File: config.mk
export PLATFORM = sky130hd
export DESIGN_NAME = pwm_generator_flat
export DESIGN_NICKNAME = d
export VERILOG_FILES = /design/src/rtl/pwm_generator_pkg.sv /design/src/rtl/pwm_generator_if.sv /design/src/rtl/pwm_generator_button_debounce.sv /design/src/rtl/pwm_generator.sv /design/src/flat_wrapper.sv
export SDC_FILE = /design/constraint.sdc
export NUM_CORES = 1
export LEC_CHECK = 0
export ABC_AREA = 1
export BUFFER_PORTS_ARGS = -buffer_cell sky130_fd_sc_hd__clkbuf_2
export CAP_MARGIN = 20
export CORE_MARGIN = 5
export CORE_UTILIZATION = 56
export CTS_BUF_LIST = sky130_fd_sc_hd__clkbuf_4
export DETAILED_ROUTE_END_ITERATION = 10
export PLACE_DENSITY = 0.77
export SLEW_MARGIN = 25
export SYNTH_ARGS = -nofsm -noshare
export SYNTH_HDL_FRONTEND = slang
export SYNTH_HIERARCHICAL = 1
export SYNTH_SLANG_ARGS = --single-unit
File: constraint.sdc
create_clock -name clk -period 1.3 [get_ports clk]
set_input_delay 0.39 -clock clk [delete_from_list [all_inputs] [get_ports clk]]
set_output_delay 0.39 -clock clk [all_outputs]
set_load 0.05 [all_outputs]
File: src/rtl/pwm_generator_pkg.sv
// Shared sizing helpers and default parameter values for the PWM generator.
// Pure constants; no logic, no latency.
package pwm_generator_pkg;

    function automatic int cnt_width(input int n);
        return (n > 1) ? $clog2(n) : 1;
    endfunction

    localparam int DEF_PERIOD          = 10;
    localparam int DEF_DUTY_INIT       = 5;
    localparam int DEF_DUTY_STEP       = 1;
    localparam int DEF_DEBOUNCE_CYCLES = 4;

    localparam int DUTY_W = cnt_width(DEF_PERIOD + 1);

endpackage

File: src/rtl/pwm_generator_if.sv
// Button inputs, debounced levels and PWM output of the generator.
// Wires only; no latency, no backpressure.
interface pwm_generator_if;
    logic increase_duty;
    logic decrease_duty;
    logic inc_level;
    logic dec_level;
    logic out;

    modport master (
        output increase_duty, decrease_duty,
        input  inc_level, dec_level, out
    );

    modport slave (
        input  increase_duty, decrease_duty,
        output inc_level, dec_level, out
    );
endinterface

File: src/rtl/pwm_generator_button_debounce.sv
// Synchronise, debounce and edge-detect one asynchronous button.
// Latency 2 + DEBOUNCE_CYCLES cycles from pin to rise_pulse; no backpressure.
module button_debounce
    import pwm_generator_pkg::*;
#(
    parameter int DEBOUNCE_CYCLES = DEF_DEBOUNCE_CYCLES
) (
    input  logic clk,
    input  logic rst_n,
    input  logic btn_in,
    output logic btn_level,
    output logic rise_pulse
);
    localparam int SW = cnt_width(DEBOUNCE_CYCLES + 1);

    logic [1:0]    sync_q;
    logic [SW-1:0] stable_cnt;
    logic          btn_sync;

    assign btn_sync = sync_q[1];

    // The pulse is raised on the same edge the debounced level flips to 1.
    always_ff @(posedge clk or negedge rst_n) begin
        if (!rst_n) begin
            sync_q     <= '0;
            stable_cnt <= '0;
            btn_level  <= 1'b0;
            rise_pulse <= 1'b0;
        end else begin
            sync_q     <= {sync_q[0], btn_in};
            rise_pulse <= 1'b0;
            if (btn_sync != btn_level) begin
                if (stable_cnt == SW'(DEBOUNCE_CYCLES - 1)) begin
                    btn_level  <= btn_sync;
                    stable_cnt <= '0;
                    rise_pulse <= btn_sync;
                end else begin
                    stable_cnt <= stable_cnt + SW'(1);
                end
            end else begin
                stable_cnt <= '0;
            end
        end
    end

endmodule

File: src/rtl/pwm_generator.sv
// Fixed-period PWM with button-stepped, saturating duty applied only at period boundaries.
// Output registered one cycle behind the period counter; no backpressure.
module pwm_generator
    import pwm_generator_pkg::*;
#(
    parameter int PERIOD          = DEF_PERIOD,
    parameter int DUTY_INIT       = DEF_DUTY_INIT,
    parameter int DUTY_STEP       = DEF_DUTY_STEP,
    parameter int DEBOUNCE_CYCLES = DEF_DEBOUNCE_CYCLES
) (
    input  logic            clk,
    input  logic            rst_n,
    pwm_generator_if.slave  pwm
);
    localparam int DW = cnt_width(PERIOD + 1);
    localparam int CW = cnt_width(PERIOD);

    logic          inc_pulse;
    logic          dec_pulse;
    logic [CW-1:0] cnt;
    logic [DW-1:0] duty_req;
    logic [DW-1:0] duty_act;
    logic [DW:0]   inc_sum;

    button_debounce #(.DEBOUNCE_CYCLES(DEBOUNCE_CYCLES)) u_inc_btn (
        .clk        (clk),
        .rst_n      (rst_n),
        .btn_in     (pwm.increase_duty),
        .btn_level  (pwm.inc_level),
        .rise_pulse (inc_pulse)
    );

    button_debounce #(.DEBOUNCE_CYCLES(DEBOUNCE_CYCLES)) u_dec_btn (
        .clk        (clk),
        .rst_n      (rst_n),
        .btn_in     (pwm.decrease_duty),
        .btn_level  (pwm.dec_level),
        .rise_pulse (dec_pulse)
    );

    // One extra bit so the saturation test cannot wrap.
    assign inc_sum = {1'b0, duty_req} + (DW+1)'(DUTY_STEP);

    always_ff @(posedge clk or negedge rst_n) begin
        if (!rst_n) begin
            cnt      <= '0;
            duty_req <= DW'(DUTY_INIT);
            duty_act <= DW'(DUTY_INIT);
            pwm.out  <= 1'b0;
        end else begin
            cnt <= (cnt == CW'(PERIOD - 1)) ? '0 : cnt + CW'(1);

            if (inc_pulse && !dec_pulse) begin
                duty_req <= (inc_sum > (DW+1)'(PERIOD)) ? DW'(PERIOD) : inc_sum[DW-1:0];
            end else if (dec_pulse && !inc_pulse) begin
                duty_req <= (duty_req < DW'(DUTY_STEP)) ? '0 : duty_req - DW'(DUTY_STEP);
            end

            // Latching only on the last count keeps every period whole.
            if (cnt == CW'(PERIOD - 1)) begin
                duty_act <= duty_req;
            end

            pwm.out <= (DW'(cnt) < duty_act);
        end
    end

endmodule

File: src/flat_wrapper.sv
// flat-port wrapper written by rule: the top's interface ports become plain ports
module pwm_generator_flat import pwm_generator_pkg::*;
#(
    parameter int PERIOD          = DEF_PERIOD,
    parameter int DUTY_INIT       = DEF_DUTY_INIT,
    parameter int DUTY_STEP       = DEF_DUTY_STEP,
    parameter int DEBOUNCE_CYCLES = DEF_DEBOUNCE_CYCLES
)
  (clk, rst_n, pwm_increase_duty, pwm_decrease_duty, pwm_inc_level, pwm_dec_level, pwm_out);
  pwm_generator_if pwm_i ();
  input  logic clk;
  input  logic rst_n;
  input wire logic [$bits(pwm_i.increase_duty)-1:0] pwm_increase_duty;
  input wire logic [$bits(pwm_i.decrease_duty)-1:0] pwm_decrease_duty;
  output wire logic [$bits(pwm_i.inc_level)-1:0] pwm_inc_level;
  output wire logic [$bits(pwm_i.dec_level)-1:0] pwm_dec_level;
  output wire logic [$bits(pwm_i.out)-1:0] pwm_out;
  assign pwm_i.increase_duty = pwm_increase_duty;
  assign pwm_i.decrease_duty = pwm_decrease_duty;
  assign pwm_inc_level = pwm_i.inc_level;
  assign pwm_dec_level = pwm_i.dec_level;
  assign pwm_out = pwm_i.out;
  pwm_generator #(.PERIOD(PERIOD), .DUTY_INIT(DUTY_INIT), .DUTY_STEP(DUTY_STEP), .DEBOUNCE_CYCLES(DEBOUNCE_CYCLES)) u_core (.clk(clk), .rst_n(rst_n), .pwm(pwm_i));
endmodule
## After elaboration in Yosys (flattened, before gate mapping)

Index checks and enable logic that the tools add are counted.

| cells by class | value |
|---|---|
| $add $sub $neg | 5 |
| order comparisons | 3 |
| equal/unequal tests | 5 |
| mux-type cells | 13 |
| reductions and logical operators | 7 |

Operators by type and width:

| operator | number |
|---|---|
| $mux 4 | 5 |
| $mux 3 | 4 |
| $add 3x1->3 const B | 2 |
| $eq 3x2->1 const B | 2 |
| $add 4x1->5 const B | 1 |
| $gt 5x4->1 const B | 1 |
| $add 4x1->4 const B | 1 |
| $eq 4x4->1 const B | 1 |
| $lt 4x1->1 const B | 1 |
| $lt 4x4->1 | 1 |
| $mux 1 | 4 |
| $reduce_and 2->1 | 2 |
| $sub 4x1->4 const B | 1 |
| $logic_and 1x1->1 | 2 |
| $logic_not 1->1 | 2 |
| $ne 1x1->1 | 2 |
| $reduce_bool 2->1 | 1 |

| word-level totals | value |
|---|---|
| register bits | 27 |
| input bits | 4 |
| output and inout bits | 3 |

## Longest topological paths before layout

Gate-level depths: netlist of the first run.

| depth | value |
|---|---|
| depth in word-level cells | 4 |
| depth in mapped cells | 9 |
| depth with buffers taken out | 9 |

## Cells and area by module

The synthesis of the first run kept the hierarchy.

By module, submodules not included:

| module | times used | cells each | area an instance (um2) | sequential area each (um2) |
|---|---|---|---|---|
| pwm_generator | 1 | 111 | 815.8 | 330.3 |
| button_debounce | 2 | 27 | 265.3 | 175.2 |

## Worst setup path before layout of the first run

OpenSTA, ideal clock, no wires.

| timing path | value |
|---|---|
| path type | reg-to-reg |
| start | register u_core.duty_req[0] |
| end | register u_core.duty_req[1] |
| setup time | 0.120 ns |
| data arrival time | 1.285 ns |
| required time | 1.180 ns |
| setup slack | -0.105 ns |
| cell stages (with the launch flop) | 9 |
| path buffers | 0 |
| clock period less this slack | 1.405 ns |
| cells stage by stage | dfstp_2 > inv_1 > ha_1 > inv_1 > nor2_1 > nor2_1 > nand2_1 > nand3_2 > a21oi_2 |

| between the ends | value |
|---|---|
| word-level cells in the longest chain between the ends | 4 |

Ends and longest elaborated chain:

| item | line | RTL |
|---|---|---|
| start, declared | pwm_generator.sv:21 | `logic [DW-1:0] duty_req;` |
| start signal, assigned | pwm_generator.sv:47 | `duty_req <= DW'(DUTY_INIT);` |
| start signal, assigned | pwm_generator.sv:54 | `duty_req <= (inc_sum > (DW+1)'(PERIOD)) ? DW'(PERIOD) : inc_sum[DW-1:0];` |
| start signal, assigned | pwm_generator.sv:56 | `duty_req <= (duty_req < DW'(DUTY_STEP)) ? '0 : duty_req - DW'(DUTY_STEP);` |
| $add 4x1->5 (tied with other cells) | pwm_generator.sv:42 | `assign inc_sum = {1'b0, duty_req} + (DW+1)'(DUTY_STEP);` |
| $gt 5x4->1 / $mux 4 (equally long branches) | pwm_generator.sv:54, pwm_generator.sv:56 |  |
| $mux 4 (on tied branches) | pwm_generator.sv:54, pwm_generator.sv:55 |  |
| $mux 4 * | pwm_generator.sv:53 | `if (inc_pulse && !dec_pulse) begin` |

Every way passes the cells marked *; elsewhere a longest branch is shown, timed or not. The select of a mux whose other input is x is not followed.
A chain may end at the register's enable or synchronous reset.

## Worst setup path in the final report of the first run

Same ends and word-level chain as after synthesis.

==> summary.md, run 1 <==
| Metric | Value |
|---|---|
| Outcome | `complete, but fails checks` |
| Failing checks | `negative setup slack` |
| HP Class | `primary input to asynchronous set/reset pin` |
| Setup Viol. Count Final | `6` |
| Number of routed nets with antenna violations | `0` |
| Via Count | `1101` |
| Setup CP Type | `flip-flop to flip-flop` |
| Final Cycle Share | `109%` |
| Post-route cell area | `1580 um2` |
| Most common cell after layout, fill and taps aside | `nand2_1` |
| P_leak | `0.848 nW` |
| Vias in the first global route | `1113` |
| Final core occ | `69.9%` |
| Clk_lat worst skew | `0.33 ns` |
| 1st-pass router iterations | `5` |
| Fin. Hold Viols | `0` |
| Library cells used by synthesis | `17` |
| WP data required | `1.57 ns` |
| Die area | `3480 um2` |
| # nets final | `199` |
| Comb pwr share | `49.7%` |
| WHS | `0.0193 ns` |
| Post-synthesis register bit count | `27` |
| Cts hold-fix bufs | `0` |
| Syn_nets | `178` |
| Pre-CTS setup slack | `-0.0765 ns` |
| Biggest area consumer among synthesized cells | `dfrtp_1` |
| CTS H-tree lvls | `1` |
| Commonest cells after routing, fill and taps aside | `nand2_1, dfrtp_1, inv_1, nor2_1, buf_4` |
| Post-place instance area | `1460 um2` |
| Unrepaired setup endpoints after global routing | `true` |
| Crit path max fanout | `4` |
| Sequential share of the synthesized area | `50.6%` |
| Switching Fraction | `40.9%` |
| Mapped Cells | `165` |
| Largest net degree at the start of global routing | `28` |
| Overall Power | `3.24 mW` |
| Int Pwr | `1.92 mW` |
| Flop pwr share | `38.9%` |
| Max Fclk | `708 MHz` |
| Layout cells sized above 1 | `24.9%` |
| Worst slew pin tran | `0.336 ns` |
| Synth Cell Area | `1350 um2` |
| CTS tree | `built` |
| Metal3 WL | `100 um` |
| Die height | `59.0 um` |
| CP startpoint kind | `flip-flop` |
| Core area | `2250 um2` |
| Row cnt | `17` |
| Initial Util | `59.7%` |
| Max Slew Vio Count | `0` |
| First-pass GRT wire length | `4420 um` |
| Final RePlAce weighted congestion | `0.798` |
| Ys Warns | `6` |
| Top cell type's share of synthesized area | `42.8%` |
| # IOs | `7` |
| Clk slew on worst S/H paths | `0.15 ns` |
| GRT Util Overall | `16.6%` |
| IO Port Bufs | `6` |
| Crit path time final | `1.41 ns` |
| Worst setup margin | `-0.112 ns` |
| Largest cells by area after synthesis | `dfrtp_1, nand2_1, ha_1, dfstp_2, inv_1` |
| Antenna Cells | `0` |
| Max transition margin | `77.6%` |
| Number of antenna violations at the first check in global routing | `0` |
| Clock sink count | `27` |
| Clock share of power | `11.4%` |
| Clock buffer depth | `2` |
| Die X | `59.0 um` |
| CTS buffer count | `3` |
| Fillers | `179` |
| Maximum VDD drop | `1.41 mV` |
| GR Overflow Total | `0` |
| Met2 wire len | `1380 um` |
| Via density | `5.17` |
| Switching power | `1.32 mW` |
| Synth-to-layout area growth | `17.1%` |
| Mean Syn Cell Area | `8.16 um2` |
| Max Used Layer | `met4` |
| DRT met1 WL | `963 um` |
| Arrival time worst endpoint | `1.68 ns` |
| DR WL/cell | `11.8 um` |
| Root Buffer | `clkbuf_4` |
| Detailed-route DRC error count | `0` |
| Worst Setup End Kind | `flip-flop` |
| Initial DRC Count | `36` |
| Pwr/cell area | `2060 nW/um2` |
| Dpl hpwl | `1800 um` |
| Drt total wl | `2510 um` |
| Skew final | `0.00478 ns` |
| Max-cap violation count | `0` |
final timing paths:
check	start	to	slack [ns]	cells past startpoint
max	u_core/duty_req[0]	u_core/duty_req[1]	-0.11	8
min	rst_n	u_core/cnt[3]	0.02	2
max reg2reg	u_core/duty_req[0]	u_core/duty_req[1]	-0.11	8
min reg2reg	u_core/u_inc_btn/sync_q[0]	u_core/u_inc_btn/sync_q[1]	0.37	0
max in group asynchronous	rst_n	u_core/duty_act[0]	0.97	2
min in group clk	pwm_decrease_duty	u_core/u_dec_btn/sync_q[0]	0.15	1
final cells by class:
cell class | count | area (um2) | share of cell area, %
Clock inverter | 1 | 7.51 | 0.476
Inverter | 30 | 116 | 7.38
Sequential cell | 27 | 681 | 43.2
Multi-Input combinational cell | 108 | 579 | 36.7
Tap cell | 28 | 35.0 | 2.22
Timing Repair Buffer | 16 | 135 | 8.57
Clock buffer | 3 | 22.5 | 1.43
cells by family after synthesis:
kind of cell | share of synthesized area, %
flip-flops | 50.6
AO/OA/AOI/OAI | 5.48
buffers and inverters | 8.46
adder cells (fa/ha/maj) | 8.36
AND/OR/NAND/NOR | 26.5
XOR/XNOR | 0.651
power groups by stage:
stage | logic (mW) | clock network [mW] | registers, mW
final | 1.61 | 0.370 | 1.26
after global placement | 1.20 | 0 | 1.26
after floorplan | 0.810 | 0 | 1.38
after CTS | 1.42 | 0.384 | 1.26
after detailed placement | 1.29 | 0 | 1.27
after global routing | 1.78 | 0.417 | 1.30
cells in the mapped netlist, drive strengths merged:
cell type / count
nand2: 53
inv: 29
dfrtp: 23
nor2: 22
nand3: 10
ha: 9
o21ai: 6
a21oi: 5
dfstp: 4
o21a: 2
clkinv: 1
xor2: 1
metal layers:
layer,vias up,GRT usage (%)
met2,28,32.8
li1,545,-
met5,-,0
met4,0,5.83
met1,520,17.1
met3,8,2.83
state kept, by name, summed over array words and instances, names as in the netlist:
signal	cells
u_core/cnt	4
u_core/duty_act	4
u_core/duty_req	4
u_core/u_dec_btn/stable_cnt	3
u_core/u_inc_btn/stable_cnt	3
u_core/u_dec_btn/sync_q	2
u_core/u_inc_btn/sync_q	2
u_core/pwm.out	1
u_core/u_dec_btn/btn_level	1
u_core/u_dec_btn/rise_pulse	1
u_core/u_inc_btn/btn_level	1
u_core/u_inc_btn/rise_pulse	1
stage by stage:
step	std cells	setup TNS (ns)
3_5_place_dp	204	-0.227
2_1_floorplan	165	-0.0910
4_1_cts	210	-0.424
6_report	213	-0.357
5_1_grt	213	-0.771
3_3_place_gp	204	-0.0543
worst max-delay path, cell delays in order, from the launching register on:
cell and delay (ns):
dfstp_2 0.59, inv_2 0.05, ha_4 0.28, inv_4 0.04, nor2_4 0.06, nor2_1 0.04, nand2_1 0.07, nand3_2 0.08
a21oi_2 0.14
timing repair:
item | in CTS | in global routing
pin swaps | 1 | 4
endpoints found under the setup margin | 7 | 7
gates resized for setup | 6 | 10
buffers inserted | 2 | 3
Note: power is estimated with default switching activity, not from simulation.
==> run 2: changes to the inputs <==
==> constraint.sdc (replaced) <==
create_clock -name clk -period 1.3 [get_ports clk]
set_input_delay 0.13 -clock clk [delete_from_list [all_inputs] [get_ports clk]]
set_output_delay 0.13 -clock clk [all_outputs]
set_load 0.05 [all_outputs]
==> run 2 against run 1 <==
Sequential power barely moved. Largest power group unchanged. Clock-buffer cell count did not move. The run still ends with negative setup slack left. Combinational power fell by 7%. Critical path type unchanged.
==> summary.md, run 2 (synthesized netlist as in run 1, its figures left out) <==
| Metric | Value |
|---|---|
| Failing checks | `negative setup slack` |
| # IOs | `7` |
| Crit path launch | `u_core/duty_req[0]` |
| Maximum VDD drop | `1.48 mV` |
| Final Cycle Share | `112%` |
| Via Count | `1039` |
| Initial DRC Count | `47` |
| Crit path max fanout | `4` |
| Max-cap violation count | `0` |
| Antenna Cells | `0` |
| Die X | `59.0 um` |
| Fillers | `184` |
| Worst path most repeated cell | `nand2_1` |
| Final RePlAce weighted congestion | `0.769` |
| Switching Fraction | `42.5%` |
| DR WL/cell | `11.5 um` |
| Clock sink count | `27` |
| Reg2Reg Capture Point | `u_core/duty_req[0]` |
| Row cnt | `17` |
| Int Pwr | `1.82 mW` |
| Die height | `59.0 um` |
| Synth-to-layout area growth | `16.3%` |
| Reg2reg start | `u_core/duty_req[0]` |
| Worst Setup End Kind | `flip-flop` |
| Core area | `2250 um2` |
| Pwr/cell area | `2020 nW/um2` |
| CTS H-tree lvls | `1` |
| Worst slew pin tran | `0.643 ns` |
| GRT Util Overall | `15.8%` |
| Max transition margin | `57.1%` |
| Multi-input logic area | `597 um2` |
| Worst path slowest cell | `dfstp_2` |
| CP startpoint kind | `flip-flop` |
| Unrepaired setup endpoints after global routing | `true` |
| Detailed-route DRC error count | `0` |
| Pre-CTS setup slack | `-0.0880 ns` |
| Layout cells sized above 1 | `22.8%` |
| Fin. Hold Viols | `0` |
| 1st-pass router iterations | `4` |
| Initial Util | `59.7%` |
| Comb pwr share | `47.3%` |
| Commonest cells after routing, fill and taps aside | `nand2_1, dfrtp_1, inv_1` |
| WP data required | `1.60 ns` |
| Max Fclk | `688 MHz` |
| Root Buffer | `clkbuf_4` |
| Crit path time final | `1.45 ns` |
| Register-to-Register Path Depth | `9` |
| First-pass GRT wire length | `4160 um` |
| Clock buffer depth | `2` |
| Post-place instance area | `1450 um2` |
| CP cell instances | `inv_2 > ha_4 > inv_4 > nor2_4 > nor2_1 > nand2_1 > nand3_2 > nand2_1 > nand2_1` |
| P_leak | `0.847 nW` |
| CTS tree | `built` |
| Number of routed nets with antenna violations | `0` |
| CTS buffer count | `3` |
| Drt total wl | `2430 um` |
| HP Class | `primary input to asynchronous set/reset pin` |
| Largest regs | `u_core/cnt: 4 flops, u_core/duty_act: 4 flops, u_core/duty_req: 4 flops` |
| Vias in the first global route | `1049` |
| GR Overflow Total | `0` |
| Clk_lat worst skew | `0.34 ns` |
| Die area | `3480 um2` |
| Largest net degree at the start of global routing | `28` |
| Max Slew Vio Count | `0` |
| CP max stage delay | `0.60 ns` |
| Switching power | `1.35 mW` |
| Worst R2R Setup Slack | `-0.15 ns` |
| Dpl hpwl | `1680 um` |
| Arrival time worst endpoint | `1.75 ns` |
| Clk slew on worst S/H paths | `0.15 ns` |
| Via density | `4.90` |
| Outcome | `complete, but fails checks` |
| Reg area | `681 um2` |
| Most common cell after layout, fill and taps aside | `nand2_1` |
| Number of antenna violations at the first check in global routing | `0` |
| Worst setup margin | `-0.154 ns` |
| Setup crit end | `u_core/duty_req[0]` |
| Setup CP Type | `flip-flop to flip-flop` |
| Post-route cell area | `1570 um2` |
| # nets final | `198` |
| IO Port Bufs | `6` |
| Skew final | `0.00307 ns` |
| Clock share of power | `12.4%` |
| Setup Viol. Count Final | `4` |
| Flop pwr share | `40.2%` |
-- run 2: cell count changes in the layout (fill, tap and decap cells not counted), sizes merged --
cell         change
dlygate4sd3      +3
clkbuf           +3
clkinvlp         -1
buf              -7
inv              +1
-- run 2: timing repair --
action	in CTS	in global routing
hold buffers	3	0
pin swaps	4	2
endpoints found under the hold margin	25	0
endpoints found under the setup margin	4	4
buffers inserted	2	0
gates resized for setup	4	5
-- run 2: worst min-delay path by stage --
stage | end | depth (start not counted) | startpoint | slack [ns]
floorplan | u_core/cnt[0] | 0 | rst_n | -0.17
detailed placement | u_core/cnt[2] | 1 | rst_n | 0.19
global route | u_core/cnt[2] | 2 | rst_n | 0.37
global placement | u_core/cnt[2] | 1 | rst_n | 0.18
finish | u_core/cnt[2] | 2 | rst_n | 0.32
CTS | u_core/cnt[2] | 2 | rst_n | 0.34
-- run 2: final cells by class --
type                    count  share of cell area [%]
flip-flops and latches     27                    43.5
multi-input cells         108                    38.1
inverters                  30                    7.43
repair buffers             15                    6.71
well taps                  28                    2.24
clock buffers               3                    1.44
clock inverters             1                   0.560
-- run 2: power groups by stage --
| stage | clock [mW] | sequential (mW) | combinational, mW |
|---|---|---|---|
| 6_report | 0.394 | 1.27 | 1.50 |
| 5_1_grt | 0.445 | 1.31 | 1.68 |
| 4_1_cts | 0.413 | 1.27 | 1.38 |
| 3_5_place_dp | 0 | 1.28 | 1.27 |
| 3_3_place_gp | 0 | 1.26 | 1.20 |
| 2_1_floorplan | 0 | 1.38 | 0.810 |
-- run 2: metal layers --
| metal | GRT usage (%) | up-vias | wire length [um] |
|---|---|---|---|
| met4 | 8.09 | 0 | 51 |
| met2 | 28.5 | 21 | 1250 |
| met1 | 18.0 | 471 | 1020 |
| met5 | 0 | - | 0 |
| met3 | 1.96 | 6 | 110 |
| li1 | - | 541 | - |
-- run 2: stage by stage --
step / hold WS, ns / util (%) / total power [mW] / std cells / TNS, ns
floorplan: -0.166 / - / 2.19 / 165 / -0.0910
global placement: 0.175 / 64.5 / 2.46 / 203 / -0.0638
detailed placement: 0.189 / 64.5 / 2.55 / 203 / -0.200
CTS: 0.337 / 68.6 / 3.07 / 212 / -0.367
global route: 0.371 / 69.4 / 3.44 / 212 / -0.842
finish: 0.318 / 69.4 / 3.17 / 212 / -0.522
-- run 2: critical path: cells and delay by family, from the launching register on --
family	cells	cell delay [ns]
fa+ha+maj	1	0.25
buf+inv	2	0.12
flops	1	0.60
simple gates	6	0.43
